File: src/rtl/zkbdmus_spirx_pkg.sv
// Shared definitions for the zkbdmus SPI receiver.
// Holds the default AVR command codes (mirrored by the AVR firmware), the FSM
// state encoding, the frame target encoding and the command decoder.
package zkbdmus_spirx_pkg;

  localparam logic [7:0] CMD_KBD_DEF    = 8'h10;
  localparam logic [7:0] CMD_MUSX_DEF   = 8'h20;
  localparam logic [7:0] CMD_MUSY_DEF   = 8'h21;
  localparam logic [7:0] CMD_MUSBTN_DEF = 8'h22;
  localparam logic [7:0] CMD_KJ_DEF     = 8'h23;

  // Index of the last data bit within a frame (bit counter runs 0..N-1)
  localparam logic [5:0] KBD_LAST_BIT = 6'd39;
  localparam logic [5:0] BYTE_LAST_BIT = 6'd7;

  typedef enum logic [1:0] {
    ST_IDLE = 2'd0,
    ST_CMD  = 2'd1,
    ST_DATA = 2'd2,
    ST_SKIP = 2'd3
  } state_t;

  typedef enum logic [2:0] {
    TGT_NONE   = 3'd0,
    TGT_KBD    = 3'd1,
    TGT_MUSX   = 3'd2,
    TGT_MUSY   = 3'd3,
    TGT_MUSBTN = 3'd4,
    TGT_KJ     = 3'd5
  } tgt_t;

  // Map a received command byte onto the register it addresses.
  function automatic tgt_t decode_cmd(
    input logic [7:0] cmd,
    input logic [7:0] c_kbd,
    input logic [7:0] c_musx,
    input logic [7:0] c_musy,
    input logic [7:0] c_musbtn,
    input logic [7:0] c_kj
  );
    tgt_t t;
    t = TGT_NONE;
    if (cmd == c_kbd)         t = TGT_KBD;
    else if (cmd == c_musx)   t = TGT_MUSX;
    else if (cmd == c_musy)   t = TGT_MUSY;
    else if (cmd == c_musbtn) t = TGT_MUSBTN;
    else if (cmd == c_kj)     t = TGT_KJ;
    return t;
  endfunction

endpackage

File: src/rtl/zspi_sync_edge.sv
// Synchroniser for the asynchronous AVR SPI pins into the fclk domain.
// Ports:
//   i_clk       fclk
//   i_rst_n     active-low reset (asynchronous assert)
//   i_spick     raw SPI clock
//   i_spics_n   raw chip select, active low
//   i_spido     raw MOSI
//   o_ck_rise   one-cycle pulse on a synchronised spick rising edge
//   o_cs_n      synchronised chip select level
//   o_do        synchronised MOSI, from the same stage as spick
module zspi_sync_edge #(
  parameter int SYNC_STAGES = 2
) (
  input  logic i_clk,
  input  logic i_rst_n,
  input  logic i_spick,
  input  logic i_spics_n,
  input  logic i_spido,
  output logic o_ck_rise,
  output logic o_cs_n,
  output logic o_do
);

  logic [SYNC_STAGES-1:0] r_ck;
  logic [SYNC_STAGES-1:0] r_cs;
  logic [SYNC_STAGES-1:0] r_do;
  logic                   r_ck_prev;

  // Chip select resets to "deselected" so no frame can start inside reset.
  always_ff @(posedge i_clk or negedge i_rst_n) begin
    if (!i_rst_n) begin
      r_ck      <= '0;
      r_cs      <= '1;
      r_do      <= '0;
      r_ck_prev <= 1'b0;
    end else begin
      r_ck      <= {r_ck[SYNC_STAGES-2:0], i_spick};
      r_cs      <= {r_cs[SYNC_STAGES-2:0], i_spics_n};
      r_do      <= {r_do[SYNC_STAGES-2:0], i_spido};
      r_ck_prev <= r_ck[SYNC_STAGES-1];
    end
  end

  assign o_ck_rise = r_ck[SYNC_STAGES-1] & ~r_ck_prev;
  assign o_cs_n    = r_cs[SYNC_STAGES-1];
  assign o_do      = r_do[SYNC_STAGES-1];

endmodule

File: src/rtl/zkbdmus_spirx.sv
// SPI-slave receiver for keyboard matrix, mouse and kempston joystick data
// sent by the AVR. Write-only: there is no MISO path.
// Ports:
//   fclk        system clock (only clock)
//   rst_n       asynchronous active-low reset, released synchronously
//   spics_n     AVR chip select, active low, asynchronous
//   spick       AVR SPI clock, mode 0, asynchronous
//   spido       AVR MOSI, MSB first, asynchronous
//   kbd_out     40-bit key vector, first received bit in [39]
//   kbd_stb     one-cycle pulse, kbd_out valid in the same cycle
//   mus_out     mouse/joystick byte shared by the four byte commands
//   mus_xstb    one-cycle pulse: mus_out is mouse X
//   mus_ystb    one-cycle pulse: mus_out is mouse Y
//   mus_btnstb  one-cycle pulse: mus_out is mouse buttons
//   kj_stb      one-cycle pulse: mus_out is joystick
module zkbdmus_spirx
  import zkbdmus_spirx_pkg::*;
#(
  parameter int         SYNC_STAGES = 2,
  parameter logic [7:0] CMD_KBD     = CMD_KBD_DEF,
  parameter logic [7:0] CMD_MUSX    = CMD_MUSX_DEF,
  parameter logic [7:0] CMD_MUSY    = CMD_MUSY_DEF,
  parameter logic [7:0] CMD_MUSBTN  = CMD_MUSBTN_DEF,
  parameter logic [7:0] CMD_KJ      = CMD_KJ_DEF
) (
  input  logic        fclk,
  input  logic        rst_n,
  input  logic        spics_n,
  input  logic        spick,
  input  logic        spido,
  output logic [39:0] kbd_out,
  output logic        kbd_stb,
  output logic [7:0]  mus_out,
  output logic        mus_xstb,
  output logic        mus_ystb,
  output logic        mus_btnstb,
  output logic        kj_stb
);

  logic [1:0]  r_rst_sync;
  logic        w_rst_n;
  logic        w_rise;
  logic        w_cs_n;
  logic        w_do;

  state_t      r_state;
  state_t      w_state_nxt;
  tgt_t        r_tgt;
  tgt_t        w_cmd_tgt;
  logic [5:0]  r_bitcnt;
  logic [39:0] r_shift;
  logic [39:0] w_shift_nxt;
  logic [5:0]  w_last_idx;
  logic        w_cmd_done;
  logic        w_data_done;

  // Reset asserts immediately but is released on an fclk edge.
  always_ff @(posedge fclk or negedge rst_n) begin
    if (!rst_n) r_rst_sync <= 2'b00;
    else        r_rst_sync <= {r_rst_sync[0], 1'b1};
  end
  assign w_rst_n = r_rst_sync[1];

  zspi_sync_edge #(
    .SYNC_STAGES(SYNC_STAGES)
  ) u_sync (
    .i_clk    (fclk),
    .i_rst_n  (w_rst_n),
    .i_spick  (spick),
    .i_spics_n(spics_n),
    .i_spido  (spido),
    .o_ck_rise(w_rise),
    .o_cs_n   (w_cs_n),
    .o_do     (w_do)
  );

  assign w_shift_nxt = {r_shift[38:0], w_do};
  assign w_cmd_tgt   = decode_cmd(w_shift_nxt[7:0], CMD_KBD, CMD_MUSX,
                                  CMD_MUSY, CMD_MUSBTN, CMD_KJ);
  assign w_last_idx  = (r_tgt == TGT_KBD) ? KBD_LAST_BIT : BYTE_LAST_BIT;

  // A deselected chip select masks both events, so a CS rise coinciding with
  // the last bit drops the frame.
  assign w_cmd_done  = !w_cs_n && w_rise && (r_state == ST_CMD) &&
                       (r_bitcnt == BYTE_LAST_BIT);
  assign w_data_done = !w_cs_n && w_rise && (r_state == ST_DATA) &&
                       (r_bitcnt == w_last_idx);

  always_ff @(posedge fclk or negedge w_rst_n) begin
    if (!w_rst_n) r_state <= ST_IDLE;
    else          r_state <= w_state_nxt;
  end

  always_comb begin
    w_state_nxt = r_state;
    if (w_cs_n) begin
      w_state_nxt = ST_IDLE;
    end else begin
      case (r_state)
        ST_IDLE: w_state_nxt = ST_CMD;
        ST_CMD:  if (w_cmd_done) w_state_nxt = (w_cmd_tgt == TGT_NONE) ? ST_SKIP : ST_DATA;
        ST_DATA: if (w_data_done) w_state_nxt = ST_SKIP;
        default: w_state_nxt = ST_SKIP;
      endcase
    end
  end

  // Bit counter, shift register and frame target
  always_ff @(posedge fclk or negedge w_rst_n) begin
    if (!w_rst_n) begin
      r_bitcnt <= '0;
      r_shift  <= '0;
      r_tgt    <= TGT_NONE;
    end else if (w_cs_n) begin
      r_bitcnt <= '0;
      r_shift  <= '0;
      r_tgt    <= TGT_NONE;
    end else if (w_rise && (r_state == ST_CMD || r_state == ST_DATA)) begin
      if (w_cmd_done) begin
        r_bitcnt <= '0;
        r_shift  <= '0;
        r_tgt    <= w_cmd_tgt;
      end else if (w_data_done) begin
        r_bitcnt <= '0;
        r_shift  <= '0;
      end else begin
        r_bitcnt <= r_bitcnt + 6'd1;
        r_shift  <= w_shift_nxt;
      end
    end
  end

  // Output registers and strobes: written only when a frame completes
  always_ff @(posedge fclk or negedge w_rst_n) begin
    if (!w_rst_n) begin
      kbd_out    <= '0;
      kbd_stb    <= 1'b0;
      mus_out    <= '0;
      mus_xstb   <= 1'b0;
      mus_ystb   <= 1'b0;
      mus_btnstb <= 1'b0;
      kj_stb     <= 1'b0;
    end else begin
      kbd_stb    <= 1'b0;
      mus_xstb   <= 1'b0;
      mus_ystb   <= 1'b0;
      mus_btnstb <= 1'b0;
      kj_stb     <= 1'b0;
      if (w_data_done) begin
        case (r_tgt)
          TGT_KBD: begin
            kbd_out <= w_shift_nxt;
            kbd_stb <= 1'b1;
          end
          TGT_MUSX: begin
            mus_out  <= w_shift_nxt[7:0];
            mus_xstb <= 1'b1;
          end
          TGT_MUSY: begin
            mus_out  <= w_shift_nxt[7:0];
            mus_ystb <= 1'b1;
          end
          TGT_MUSBTN: begin
            mus_out    <= w_shift_nxt[7:0];
            mus_btnstb <= 1'b1;
          end
          TGT_KJ: begin
            mus_out <= w_shift_nxt[7:0];
            kj_stb  <= 1'b1;
          end
          default: ;
        endcase
      end
    end
  end

endmodule

File: config.mk
export PLATFORM = sky130hd
export DESIGN_NAME = zkbdmus_spirx
export DESIGN_NICKNAME = d
export VERILOG_FILES = /design/src/rtl/zkbdmus_spirx_pkg.sv /design/src/rtl/zspi_sync_edge.sv /design/src/rtl/zkbdmus_spirx.sv
export SDC_FILE = /design/constraint.sdc
export NUM_CORES = 1
export LEC_CHECK = 0
export BUFFER_PORTS_ARGS = -buffer_cell sky130_fd_sc_hd__buf_2
export CAP_MARGIN = 5
export CORE_MARGIN = 5
export CORE_UTILIZATION = 46
export CTS_CLUSTER_SIZE = 8
export DETAILED_ROUTE_END_ITERATION = 10
export PLACE_DENSITY = 0.68
export SYNTH_ARGS = -nofsm -noshare
export SYNTH_HDL_FRONTEND = slang
export SYNTH_SLANG_ARGS = --single-unit
export TNS_END_PERCENT = 20
File: constraint.sdc
create_clock -name fclk -period 8.97 [get_ports fclk]
set_input_delay 0.897 -clock fclk [delete_from_list [all_inputs] [get_ports fclk]]
set_output_delay 0.897 -clock fclk [all_outputs]
set_load 0.01 [all_outputs]
Word-level counts from Yosys, hierarchy flattened
Cells that the tools add are included.
{"block": "word_totals", "regBits": 112, "inputBits": 5, "output_inout_bits": 53}
{"block": "classes", "add_sub_neg": 1, "n_eq_ne": 16, "mux": 32, "bitwise_logic": 2, "reduce_logical": 17}
{"cell": "$mux W39", "count": 4}
{"cell": "$eq A8 B6 Y1 const B", "count": 4}
{"cell": "$mux W6", "count": 5}
{"cell": "$mux W3", "count": 8}
{"cell": "$mux W1", "count": 11}
{"cell": "$eq A8 B5 Y1 const B", "count": 1}
{"cell": "$reduce_and A2 Y1", "count": 4}
{"cell": "$add A6 B1 Y6 const B", "count": 1}
{"cell": "$eq A3 B2 Y1 const B", "count": 2}
{"cell": "$eq A3 B3 Y1 const B", "count": 2}
{"cell": "$eq A6 B3 Y1 const B", "count": 1}
{"cell": "$eq A6 B6 Y1", "count": 1}
{"cell": "$logic_and A1 B1 Y1", "count": 6}
{"cell": "$mux W2", "count": 3}
{"cell": "$ne A3 B2 Y1 const B", "count": 2}
{"cell": "$pmux W2 S3", "count": 1}
{"cell": "$reduce_bool A2 Y1", "count": 2}
{"cell": "$reduce_or A4 Y1", "count": 1}
{"cell": "$eq A3 B1 Y1 const B", "count": 1}
{"cell": "$logic_not A3 Y1", "count": 1}
{"cell": "$eq A2 B1 Y1 const B", "count": 1}
{"cell": "$eq A2 B2 Y1 const B", "count": 1}
{"cell": "$logic_not A2 Y1", "count": 1}
{"cell": "$and A1 B1 Y1", "count": 1}
{"cell": "3 further kinds", "count": 3}

Depth between registers and ports, before layout
{"block": "logic_depth", "ltp_word": 11, "depth_mapped": 7, "depth_no_buf": 6}

Hierarchy
A second synthesis with hierarchy kept.
{"block": "unflattened", "cells_unflattened": 370, "area_unflattened_um2": 4678.2}
{"mod": "zkbdmus_spirx", "n_inst": 1, "cells_per_inst": 362, "area_per_inst_um2": 4486.8, "seq_area_each_um2": 2627.5}
{"mod": "zspi_sync_edge", "n_inst": 1, "cells_per_inst": 8, "area_per_inst_um2": 191.4, "seq_area_each_um2": 177.7}

Worst setup path after synthesis
Ideal clock, no wire load.
{"block": "synth_path", "kind": "register to register", "from": "register r_bitcnt[0]", "to": "register kbd_out[0]", "setup_ps": 125, "arrival_time_ps": 1746, "required_time_ps": 8845, "path_slack_ps": 7100, "stages_incl_launch_ff": 7, "n_path_buf": 1, "cell_sequence": "dfrtp_1 > ha_1 > and4bb_2 > nand2_1 > nor3_2 > buf_2 > mux2_2"}
{"block": "synth_between", "elab_chain_cells": 3}
{"element": "from (decl)", "line_no": "zkbdmus_spirx.sv:50", "source": "logic [5:0] r_bitcnt;"}
{"element": "from (signal assigned)", "line_no": "zkbdmus_spirx.sv:127", "source": "r_bitcnt <= r_bitcnt + 6'd1;"}
{"element": "$eq A6 B6 Y1", "line_no": "zkbdmus_spirx.sv:87", "source": "(r_bitcnt == w_last_idx);"}
{"element": "$logic_and A1 B1 Y1", "line_no": "zkbdmus_spirx.sv:86", "source": "assign w_data_done = !w_cs_n && w_rise && (r_state == ST_DATA) &&"}
{"element": "$reduce_and A2 Y1 (no source line)"}
{"element": "to (signal assigned)", "line_no": "zkbdmus_spirx.sv:152", "source": "kbd_out <= w_shift_nxt;"}
{"element": "to (decl)", "line_no": "zkbdmus_spirx.sv:31", "source": "output logic [39:0] kbd_out,"}
Every way passes these cells.
A chain may end at the register's enable or synchronous reset.

Worst setup path in the final report
{"block": "layout_path", "from": "register r_bitcnt[0]", "to": "register kbd_out[39]"}
The elaborated chain is that of the path after synthesis.

==> results_tabular.tex <==
\begin{tabular}{lr}
\hline
Metric & Value \\
\hline
\multicolumn{2}{l}{\textbf{Outcome}} \\
\quad Status & completed \\
\multicolumn{2}{l}{\textbf{Yosys}} \\
\quad Post-Syn Area per Cell & 14.9 sq um \\
\quad Multiplexer fraction of the synthesized cell area & 0.132 \\
\quad Area share of the largest cell type after synthesis & 0.635 \\
\quad Synthesized-area fraction occupied by adder cells & 0.0115 \\
\quad Synth cell count leaders & 110 x dfrtp\_1, 47 x mux2\_2, 39 x a22o\_1 \\
\quad Seq cells post-synth & 112 \\
\quad Count of yosys warnings during synthesis & 0 \\
\quad Compound-cell area share of the yosys netlist & 0.110 \\
\quad Post-synthesis sequential area ratio & 0.647 \\
\quad Post-synthesis xor/xnor area fraction & 0.00808 \\
\quad Post-synth cell types & 45 \\
\quad Number of flops mapped to enable cells by yosys & 0 \\
\quad Area share of and/or/nand/nor cells after synthesis & 0.0661 \\
\quad Synth Cell Area & 0.00434 sq mm \\
\quad Area leader, netlist & dfrtp\_1 \\
\quad Cells after synthesis & 291 \\
\quad Fraction of registers with async set/reset & 1.00 \\
\quad Most frequently used cell type in the post-synthesis netlist & dfrtp\_1 \\
\quad Predominant post-synthesis flop cell & dfrtp\_1 \\
\quad Dominant combinational cell family by area after synthesis & multiplexers \\
\quad Top area cells in the synthesized netlist & dfrtp\_1 63\%, mux2\_2 12\%, a22o\_1 7.9\% \\
\quad Number of nets produced by synthesis & 300 \\
\multicolumn{2}{l}{\textbf{Clocking}} \\
\quad Number of buffers inserted during clock tree synthesis & 9 \\
\quad Clock-pin slew of the registers on the worst-case setup and hold paths & 0.10 ns \\
\quad \# H-tree levels & 3 \\
\quad Later-pin clock latency in the skew report & 0.36 ns \\
\quad Post-CTS setup buffer count & 0 \\
\quad \# resized after CTS & 0 \\
\quad Post-CTS Hold Fix Bufs & 0 \\
\quad Clock sinks & 112 \\
\quad CTS tree & done \\
\quad Clock buffer depth & 2 \\
\quad Root Driver & clkbuf\_8 \\
\multicolumn{2}{l}{\textbf{Place}} \\
\quad Worst setup slack after placement & 6.46 ns \\
\quad RD Place Congestion & 0.816 \\
\quad Cell count after placement & 447 \\
\quad Number of port buffers & 57 \\
\quad DP Area & 0.00470 sq mm \\
\quad Half-perimeter wire length of the detailed placement result & 5.11 mm \\
\multicolumn{2}{l}{\textbf{Finish}} \\
\quad Layout net count & 356 \\
\quad Area used by multi-input combinational logic & 0.00144 sq mm \\
\quad Finished layout cell area & 0.00490 sq mm \\
\quad Number of standard cells in the layout, taps in and fillers out & 463 \\
\quad Diodes inserted & 0 \\
\quad Sequential cell area & 0.00281 sq mm \\
\quad End-of-flow core utilization & 0.532 \\
\quad Area growth from synthesis to layout & 12.9\% \\
\quad Layout cell share with drive strength beyond 1 & 0.378 \\
\quad Number of filler cells placed in the layout & 807 \\
\multicolumn{2}{l}{\textbf{STA}} \\
\quad Final Hold Viols & 0 \\
\quad Fin Setup TNS & 0 ns \\
\quad RSZ-0062 raised after global routing & no \\
\quad Fin crit period & 2.53 ns \\
\quad Portion of the clock cycle consumed by the worst path in the final layout & 0.282 \\
\quad Smallest hold slack & 0.184 ns \\
\quad Setup violation total in the final timing report & 0 \\
\quad Worst Setup Slack, final & 6.44 ns \\
\quad Post-Route Skew & 0.00874 ns \\
\quad Slew headroom & 0.252 \\
\quad Maximum clock rate & 0.395 GHz \\
\quad Slew at the pin with the worst max-slew slack & 1.12 ns \\
\quad Number of max-slew violations in the final report & 0 \\
\multicolumn{2}{l}{\textbf{Floorplan}} \\
\quad Std-Cell Core Area & 0.00920 sq mm \\
\quad Initial cell density of the core & 0.472 \\
\quad Vertical die dimension & 107 um \\
\quad Num ports & 58 \\
\quad Number of placement rows & 35 \\
\quad Die Wd & 107 um \\
\quad Area enclosed by the die boundary & 0.0115 sq mm \\
\multicolumn{2}{l}{\textbf{Power}} \\
\quad Lkg Pwr & 2.55 nW \\
\quad Max rail drop VDD & 0.0000703 V \\
\quad Final Total Pwr & 0.892 mW \\
\quad Power per unit of standard cell area & 182 mW/mm\^{}2 \\
\multicolumn{2}{l}{\textbf{GRT}} \\
\quad Pin count of the biggest net entering global routing & 95 \\
\quad Vias in the first global route & 2748 \\
\quad Total routing usage reported by global routing & 0.148 \\
\quad Overall overflow remaining after global route & 0 \\
\quad First-pass GRT wire length & 13.6 mm \\
\quad Antenna violations before repair & 0 \\
\multicolumn{2}{l}{\textbf{Flow run}} \\
\quad Number of maximum-capacitance constraint violations & 0 \\
\multicolumn{2}{l}{\textbf{Critical path}} \\
\quad Sequence of cells on the critical path & ha\_1, and4bb\_2, nand2\_1, nor3\_4, buf\_4, mux2\_2 \\
\quad Type of the setup path with the least slack & reg2reg \\
\quad Data arrival at the endpoint of the critical path & 2.78 ns \\
\quad Critical path's slowest cell & nor3\_4 \\
\quad Critical path capture point type & flip-flop \\
\quad Nature of the critical path startpoint & flip-flop \\
\quad Data required, critical path & 9.22 ns \\
\quad Crit-path max FO & 31 \\
\quad Critical path's largest stage delay & 0.48 ns \\
\quad Reg2reg setup slack & 6.44 ns \\
\multicolumn{2}{l}{\textbf{Drt}} \\
\quad Via count & 2571 \\
\quad Wire length per cell & 16.8 um \\
\quad Number of DRC markers after the initial detailed-route iteration & 92 \\
\quad Detail Route Antenna Nets & 0 \\
\quad DRT Pass-1 Iters & 4 \\
\quad Vias per std cell & 5.55 \\
\quad DRC viols & 0 \\
\quad WL final & 7.79 mm \\
\multicolumn{2}{l}{\textbf{Hold path}} \\
\quad Worst min path class & reg2async \\
\hline
\end{tabular}
[cell usage in the layout, fill, tap and decap left out, drive strengths merged, types with 3 or more instances in the layout]
master  synthesis  routed
clkbuf          6      11
and3            3       3
a22o           39      39
inv             5       6
nor2            7       7
mux2           50      50
dfrtp         110     110
nand2           6       6
buf             8      59
nor2b           7       7
ha              4       4
xor2            4       4
[registers in the layout (all words and copies together), names as in the netlist, 2 cells and up]
name and cells:
r_state 2, r_bitcnt 6, kbd_out 40, u_sync.r_ck 2, r_shift 39, r_tgt 3, u_sync.r_cs 2, u_sync.r_do 2
r_rst_sync 2, mus_out 8
[where the power goes]
group          leakage, nW  switching (mW)  internal (mW)  total [mW]
combinational        0.919          0.0557         0.0274      0.0830
sequential            1.54         0.00921          0.513       0.523
clock               0.0935           0.168          0.118       0.286
[cell type report]
type,instances,area share
Multi-Input combinational cell,160,0.294
Tap cell,111,0.0284
Inverter,5,0.00383
Clock inverter,5,0.00818
Timing Repair Buffer,59,0.0613
Clock buffer,11,0.0309
Sequential cell,112,0.574
[per-layer routing]
layer	wire length, um	track usage	vias up
met4	103	0.0530	0
met2	3580	0.223	53
met3	381	0.0421	9
met5	0	0	-
met1	3720	0.204	1326
li1	-	-	1183
[cells by family after synthesis]
family,after synthesis
other,1
adders and majority gates,4
DFF,112
and+or+nand+nor,45
buffers and inverters,19
muxes,51
xor gates and xnor gates,4
AOI/OAI and AO/OA,55
[path summary, 6_finish.rpt]
check,from,end,depth (start not counted)
worst max-delay path,r_bitcnt[0]$_DFFE_PN0P_,kbd_out[39]$_DFFE_PN0P_,6
worst min-delay path,r_rst_sync[1]$_DFF_PN0_,kbd_out[7]$_DFFE_PN0P_,0
worst max register to register,r_bitcnt[0]$_DFFE_PN0P_,kbd_out[39]$_DFFE_PN0P_,6
worst min register to register,r_rst_sync[1]$_DFF_PN0_,kbd_out[7]$_DFFE_PN0P_,0
max in group asynchronous,r_rst_sync[1]$_DFF_PN0_,r_shift[38]$_DFFE_PN0P_,1
min in group fclk,u_sync.r_do[0]$_DFF_PN0_,u_sync.r_do[1]$_DFF_PN0_,0
[worst max-delay path, delay by kind of cell (launching register included)]
| kind | cells | cell delay [ns] |
|---|---|---|
| and+or+nand+nor | 3 | 0.93 |
| buffers and inverters | 1 | 0.45 |
| DFF | 1 | 0.40 |
| muxes | 1 | 0.39 |
| adders and majority gates | 1 | 0.22 |
(Power assumes the default switching activity.)
